## config.mk

```make
export PLATFORM = sky130hd
export DESIGN_NAME = clk_div_gen
export DESIGN_NICKNAME = d
export VERILOG_FILES = /design/src/rtl/clk_div_gen.sv
export SDC_FILE = /design/constraint.sdc
export NUM_CORES = 1
export LEC_CHECK = 0
export ABC_AREA = 1
export CORE_ASPECT_RATIO = 1.4
export CORE_UTILIZATION = 59
export DETAILED_ROUTE_END_ITERATION = 12
export PLACE_DENSITY = 0.76
export SETUP_SLACK_MARGIN = 0.5
export SYNTH_ARGS = -nofsm -noshare
export SYNTH_HDL_FRONTEND = slang
export SYNTH_SLANG_ARGS = --single-unit
```

## constraint.sdc

```tcl
create_clock -name clk1 -period 2.9 [get_ports clk1]
set_input_delay 0.29 -clock clk1 [delete_from_list [all_inputs] [get_ports clk1]]
set_output_delay 0.29 -clock clk1 [all_outputs]
set_load 0.05 [all_outputs]
```

## src/rtl/clk_div_gen.sv

```systemverilog
// Programmable clock divider: divides clk1 by a loadable ratio N,
// with a registered square wave, end-of-period tick and load/ack handshake.
//
// Ports:
//   clk1      system clock, all state changes on its rising edge
//   rst1      asynchronous reset, active-high
//   en        run request (level)
//   div_ratio requested ratio N, sampled when load=1
//   load      ratio-load request
//   load_ack  one-cycle acknowledge of a captured load
//   out1      divided clock, high for floor(N/2) cycles of each period
//   tick      high in the last clk1 cycle of each out1 period
//   busy      high while running
module clk_div_gen #(
    parameter int DIV_W   = 8,
    parameter int DEF_DIV = 2
) (
    input  logic             clk1,
    input  logic             rst1,
    input  logic             en,
    input  logic [DIV_W-1:0] div_ratio,
    input  logic             load,
    output logic             load_ack,
    output logic             out1,
    output logic             tick,
    output logic             busy
);

    typedef enum logic {
        IDLE = 1'b0,
        RUN  = 1'b1
    } state_t;

    localparam logic [DIV_W-1:0] ONE   = DIV_W'(1);
    localparam logic [DIV_W-1:0] TWO   = DIV_W'(2);
    localparam logic [DIV_W-1:0] DEF_R = DIV_W'(DEF_DIV);

    state_t           state_q;
    logic [DIV_W-1:0] cnt_q;
    logic [DIV_W-1:0] ratio_q;
    logic [DIV_W-1:0] pend_q;
    logic             pend_vld_q;
    logic             out1_q;
    logic             tick_q;
    logic             busy_q;
    logic             ack_q;

    logic             wrap;
    logic             boundary;
    logic             run_d;
    logic [DIV_W-1:0] cnt_d;
    logic [DIV_W-1:0] ratio_d;
    logic [DIV_W-1:0] pend_d;
    logic             pend_vld_d;
    logic             out1_d;
    logic             tick_d;
    logic [DIV_W-1:0] clamped;

    always_comb begin
        clamped = (div_ratio < TWO) ? TWO : div_ratio;

        // A boundary is any edge where a new period may begin:
        // every edge while idle, or the wrap edge while running.
        wrap     = (state_q == RUN) && (cnt_q == ratio_q - ONE);
        boundary = (state_q == IDLE) || wrap;

        // Pending ratio only lands on a boundary, so a period never
        // mixes two ratios. A load captured on this same edge is not
        // visible in pend_vld_q yet and waits for the next boundary.
        ratio_d = ratio_q;
        if (boundary && pend_vld_q) begin
            ratio_d = pend_q;
        end

        pend_d     = pend_q;
        pend_vld_d = pend_vld_q;
        if (boundary) begin
            pend_vld_d = 1'b0;
        end
        if (load) begin
            pend_d     = clamped;
            pend_vld_d = 1'b1;
        end

        run_d = boundary ? en : 1'b1;
        cnt_d = boundary ? '0 : cnt_q + ONE;

        // Outputs are computed from the next count so they are
        // registered yet aligned with the cycle they describe.
        out1_d = run_d && (cnt_d < (ratio_d >> 1));
        tick_d = run_d && (cnt_d == ratio_d - ONE);
    end

    always_ff @(posedge clk1 or posedge rst1) begin
        if (rst1) begin
            state_q    <= IDLE;
            cnt_q      <= '0;
            ratio_q    <= DEF_R;
            pend_q     <= DEF_R;
            pend_vld_q <= 1'b0;
            out1_q     <= 1'b0;
            tick_q     <= 1'b0;
            busy_q     <= 1'b0;
            ack_q      <= 1'b0;
        end else begin
            state_q    <= run_d ? RUN : IDLE;
            cnt_q      <= cnt_d;
            ratio_q    <= ratio_d;
            pend_q     <= pend_d;
            pend_vld_q <= pend_vld_d;
            out1_q     <= out1_d;
            tick_q     <= tick_d;
            busy_q     <= run_d;
            ack_q      <= load;
        end
    end

    assign out1     = out1_q;
    assign tick     = tick_q;
    assign busy     = busy_q;
    assign load_ack = ack_q;

endmodule

```

==> run metrics, run 1 <==
share of layout cells above drive strength 1=23.33%; Setup crit start kind=flop; diode count=0; met2 global-route usage=between 60% and 70%; clk slew on worst S/H paths=roughly 0.06 ns; worst setup path category=reg2reg; Leak=approximately 1.5 nW; Reg-to-Reg End=tick; First DRT Iteration DRCs=between 50 and 60; Final Power=0.8077 mW; met3 usage=6.832%; global routing's busiest layer=met2; Setup-failing EPs final=0; Peak supply drop=0.3810 mV; global route total overflow=0; num ports=16; CTS Buf Count=5; Syn Nets=between 300 and 400; Die H=between 70 and 80 µm; CTS Sinks=29; PnR worst setup slack=slightly above 0.2 ns; Post-Syn Area=2151 µm²; grt met1 use=between 30% and 40%; top cell type by total area after synthesis=dfrtp_1; pin count of the biggest net entering global routing=30; detailed placer's ending HPWL=4.145 mm; Setup TNS=0 ns; Maximum Capacitance Violations=0; Total GRT Usage=33.63%; Worst R2R Setup Slack=0.20 ns; Final min period=2.695 ns; initial antenna violation count=0; final hold violations=0; post-route ant nets=0; Data required, critical path=3.12 ns; register bit total from synthesis=29; Routed WL per cell=14.30 µm; top cell type's share of synthesized area=between 30% and 40%; first-pass GRT wire length=between 9 and 10 mm; CTS Root Cell=clkbuf_8; P&R area growth vs syn=29.09%; FF-to-FF path depth=19; Max-Slew Margin vs Limit=between 50% and 60%; Synth Flop Type=dfrtp_1; Die ar.=3895 µm²; register area share after synthesis=33.86%; Async SR Flop Fraction=100.0%; final period utilization=roughly 93%; routability cong.=slightly below 0.9; CTS Buffer Depth=2; Reg-to-Reg Start=ratio_q[1]; Peak Freq=around 0.37 GHz; DRC Markers=0; Setup Skew=0.009535 ns; HP Class=in2async; Syn. warnings=0; Die W=53.03 µm; clk_lat worst skew=0.28 ns; Worst Max-Slew Pin Slew=0.7211 ns; CTS tree=done; EDFF count, synth=0; RSZ-0062 raised after global routing=yes; Final #Nets=380; Critical Path Sink Type=flop; # rows=25; crit-path max FO=7; Post-Syn Area per Cell=6.700 µm²; drt pass-1 iters=4; routed vias=approximately 2200; Cells after Synth=321; number of global-route vias before repair=2128; # port buffers=15; pre-CTS WS=0.1005 ns; arrival time at the worst endpoint=2.92 ns; htree depth=2; post-synth cell types=33; outcome=complete, no violations; pins over their slew limit=0; Area contributors post-synth=dfrtp_1, nand2_1, nand3_1; WL final=around 5.7 mm; Initial Util=between 60% and 70%; Core Box Area=3441 µm²; routed vias/inst=5.435; PD cells=290.9 nW/µm²
## worst max path at each step
stage	from	end	slack, ns	cells past startpoint
6_report	ratio_q[1]	tick	0.20	19
2_1_floorplan	ratio_q[1]	out1	0.47	21
3_3_place_gp	ratio_q[1]	tick	0.16	23
3_5_place_dp	ratio_q[1]	tick	0.10	23
5_1_grt	ratio_q[1]	tick	0.05	23
4_1_cts	ratio_q[1]	tick	0.28	19
## worst max-delay path, stage by stage (launching register included)
cell and delay, ns:
dfstp_2 0.54, inv_2 0.05, ha_4 0.25, xor2_1 0.15, o21ai_1 0.11, nor2_2 0.13, nand3_4 0.11, nand2_8 0.12
nand2_8 0.09, buf_6 0.19, buf_4 0.14, nand2_1 0.08, nand2_2 0.12, nor2_4 0.14, nand2_1 0.07, nand2_1 0.06
nand2_1 0.07, inv_1 0.06, nand3_1 0.07, nor2_1 0.08
## power breakdown
group          switching [mW]  internal (mW)
Combinational          0.0263         0.0203
Sequential            0.00477          0.417
Clock                   0.147          0.193
Total                   0.178          0.630
## routing by layer
metal  vias to the layer above  share of wire (%)
met5                         -                  0
met4                         0                4.7
met3                        27                5.0
met2                        81                 51
met1                       986                 39
li1                       1080                  -
## cells by family after synthesis
logic type      share of synthesized area, %
buf+inv                                11.63
simple gates                           42.76
flops                                  33.86
fa+ha+maj                              5.236
xor+xnor                               1.629
compound gates                         4.887
## cells in the final DEF, fill, tap and decap left out, types with 6 or more instances in the layout
master / Yosys / layout
nand2_2: 9 / 13
dfrtp_1: 27 / 27
o21ai_0: 12 / 10
inv_1: 48 / 45
ha_1: 9 / 6
clkbuf_8: 0 / 6
clkdlybuf4s50_1: 0 / 15
nor2_1: 23 / 21
buf_4: 1 / 17
nand2_4: 2 / 7
inv_2: 6 / 9
nand2_1: 107 / 96
nor2_2: 6 / 8
nand3_1: 38 / 35
## registers in the layout, summed over array words and instances, names as in the netlist
signal and count:
cnt_q 8, pend_q 8, ratio_q 8, busy 1, load_ack 1, out1 1
pend_vld_q 1, tick 1
## through the flow
stage          instances  util, %  hold WS [ns]  instance area, µm²
2_1_floorplan        321        -        0.3214                2231
3_3_place_gp         374    70.25        0.4793                2417
3_5_place_dp         374    70.25        0.4821                2417
4_1_cts              397    79.45        0.3868                2734
5_1_grt              400    80.69        0.4800                2776
6_report             400    80.69        0.3760                2776
## cells in the mapped netlist, types with 2 or more instances
cell type / n
xnor2_1: 2
nand2_2: 9
a21oi_1: 2
nor2_2: 6
nand3_2: 2
xor2_1: 2
nand4_1: 2
nor2_1: 23
nand3b_1: 3
buf_2: 2
ha_1: 9
buf_6: 2
inv_1: 48
nor2_4: 3
inv_2: 6
o21ai_0: 12
dfstp_2: 2
nand3_1: 38
dfrtp_1: 27
nand2_4: 2
nand2_1: 107
## what timing repair did
item,in CTS,in global routing
endpoints found under the setup margin,2,2
gates resized for setup,19,5
pin swaps,9,14
hold buffers,0,0
setup buffers,14,3
cloned,1,0
## layout make-up
type                            instances  area (µm²)
Clock buffer                            8       90.09
Multi-Input combinational cell        231        1334
Sequential cell                        29       728.2
Inverter                               55       206.4
Fill cell                             238       664.4
Timing Repair Buffer                   37       367.9
Tap cell                               40       50.05
No activity file was read; power rests on OpenSTA's default activity.
==> run 2, diff against run 1 <==
==> constraint.sdc (replaced) <==
create_clock -name clk1 -period 3 [get_ports clk1]
set_input_delay 0.3 -clock clk1 [delete_from_list [all_inputs] [get_ports clk1]]
set_output_delay 0.3 -clock clk1 [all_outputs]
set_load 0.05 [all_outputs]
==> run 2 against run 1 <==
Compared with the run above:
- core utilization shrank 0.51 points
- non-clock buffer count grew 1
- maximum frequency shrank 0.25%
- combinational power shrank 4%
- cell count grew 0.25%
- global-route usage shrank 1.8 points
- worst hold slack gained 0.011 ns
- final area shrank 0.63%
- clock-buffer cell count shrank 2
- total power shrank 5.4%
- critical endpoint unchanged
==> run metrics, run 2 (synthesized netlist as in run 1, its figures left out) <==
DRC Markers=0; clk_lat worst skew=0.28 ns; uppermost layer routed=met4; P&R area growth vs syn=28.27%; sw power=0.1819 mW; worst setup path endpoint=tick; Final Non-Filler Cells=401; most common cell after layout, fill and taps aside=nand2_1; final period utilization=90.06%; First DRT Iteration DRCs=85; first-pass GRT wire length=8.707 mm; Die W=about 53 µm; PnR worst setup slack=around 0.30 ns; worst setup path category=reg2reg; Maximum Capacitance Violations=0; Data required, critical path=3.22 ns; FF-to-FF path depth=22; Final #Nets=381; wl on met1=2.264 mm; RSZ-0062 raised after global routing=yes; metal2 WL=approximately 3 mm; Setup crit start kind=flop; Worst Setup SP=ratio_q[1]; Critical Path Sink Type=flop; final hold violations=0; Worst R2R Setup Slack=0.30 ns; detailed placer's ending HPWL=3.904 mm; WL met3=roughly 270 µm; outcome=complete, no violations; pin count of the biggest net entering global routing=30; routed vias/inst=5.414; commonest cells after routing, fill and taps aside=nand2_1, inv_1, nand3_1; Reg-to-Reg Start=ratio_q[1]; CTS Sinks=29; CTS Buffer Depth=2; dpl cells=372; Post-CTS Hold Buffers=0; max incr delay on CP=~0.56 ns; hold slack=just under 0.4 ns; diode count=0; drt pass-1 iters=4; PD cells=277.0 nW/µm²; # rows=25; Setup TNS=0 ns; initial antenna violation count=0; pins over their slew limit=0; number of global-route vias before repair=2032; CTS Root Cell=clkbuf_8; WL final=~5.7 mm; critical-path cell list=buf_4 -> buf_6 -> nor2_4 -> nand2_4 -> nand2_2 -> nand2_2 -> nand2_2 -> nor2_4 -> nand3_4 -> nand2_8 -> nand2_8 -> nand2_4 -> nand2_4 -> ha_4 -> nand3b_1 -> nand2_1 -> nand2_1 -> nand2_1 -> nand2_1 -> nor2_1 -> nand3_1 -> nor2_1; pre-CTS WS=0.1348 ns; Leak=1.539 nW; arrival time at the worst endpoint=2.92 ns; HP Class=in2async; crit-path max FO=8; # port buffers=15; routed vias=2171; Max-Slew Margin vs Limit=roughly 53%; Die ar.=3895 µm²; Most Frequent Cell on Critical Path=nand2_1; Routed WL per cell=approximately 14 µm; Final Power=around 0.76 mW; Total GRT Usage=31.79%; Comb pwr share=5.8%; Clk pwr share=40.9%; Core Box Area=3441 µm²; global route total overflow=0; Peak Freq=0.3701 GHz; CTS Buf Count=5; Die H=73.44 µm; routability cong.=0.9027; htree depth=2; Setup Skew=approximately 0.009 ns; clk slew on worst S/H paths=0.07 ns; Setup-failing EPs final=0; Internal=0.5824 mW; num ports=16; critical path's slowest cell=dfstp_2; share of layout cells above drive strength 1=24.65%; CTS tree=done; sequential share of power=53.3%; Peak supply drop=0.4004 mV; biggest regs=cnt_q x8, pend_q x8, ratio_q x8; Initial Util=a little over three fifths; post-route ant nets=0; Final min period=2.702 ns; Worst Max-Slew Pin Slew=between 0.7 and 0.8 ns; Reg-to-Reg End=tick; Net Sw Frac=23.80%
==> run 2: cell count changes in the layout (fill, tap and decap cells not counted), moves of 2 or more <==
cell      change
nor2_2        -3
nand3_4       -2
nor2_4        +3
inv_4         +2
buf_6         +2
nand2_2       +4
clkinv_2      +2
inv_2         -2
nand2_4       -3
nand3_2       +2
==> run 2: timing repair <==
item / in CTS / in global routing
resized for setup: 15 / 27
setup endpoints to repair: 2 / 2
pin swaps: 7 / 21
buffers inserted: 12 / 9
==> run 2: worst min path at each step <==
| stage | from | end | slack (ns) | cells after the start |
|---|---|---|---|---|
| CTS | rst1 | tick | 0.41 | 3 |
| detailed placement | ratio_q[1] | ratio_q[1] | 0.48 | 2 |
| global route | rst1 | tick | 0.42 | 3 |
| finish | rst1 | tick | 0.39 | 3 |
| floorplan | load | load_ack | 0.33 | 0 |
| global placement | ratio_q[1] | ratio_q[1] | 0.48 | 2 |
==> run 2: stage by stage <==
step	utilization, %	cell area (µm²)
2_1_floorplan	-	2178
3_3_place_gp	68.29	2350
3_5_place_dp	68.29	2350
4_1_cts	75.38	2594
5_1_grt	80.18	2759
6_report	80.18	2759
==> run 2: power groups by stage <==
| stage | logic (mW) | registers (mW) | clock network [mW] |
|---|---|---|---|
| final | 0.0447 | 0.407 | 0.313 |
| after global routing | 0.0510 | 0.408 | 0.333 |
| after CTS | 0.0452 | 0.407 | 0.314 |
| after detailed placement | 0.0447 | 0.414 | 0 |
| after global placement | 0.0438 | 0.414 | 0 |
| after floorplan | 0.0183 | 0.416 | 0 |
==> run 2: worst max-delay path, delay by kind of cell (launching register included) <==
| kind | cells | cell delay (ns) |
|---|---|---|
| flops | 1 | 0.56 |
| fa+ha+maj | 1 | 0.18 |
| simple gates | 19 | 1.68 |
| buf+inv | 2 | 0.20 |
==> run 2: area by class of cell <==
| class | instances | area, µm² |
|---|---|---|
| fillers | 249 | 681.9 |
| well taps | 40 | 50.05 |
| clock buffers | 6 | 72.57 |
| flip-flops and latches | 29 | 728.2 |
| clock inverters | 2 | 10.01 |
| multi-input cells | 231 | 1336 |
| inverters | 55 | 211.5 |
| repair buffers | 38 | 350.3 |
==> run 2: metal layers <==
metal	up-vias	GRT usage, %
li1	1078	-
met2	69	56.96
met4	0	17.54
met1	1000	33.82
met3	24	6.004
met5	-	0
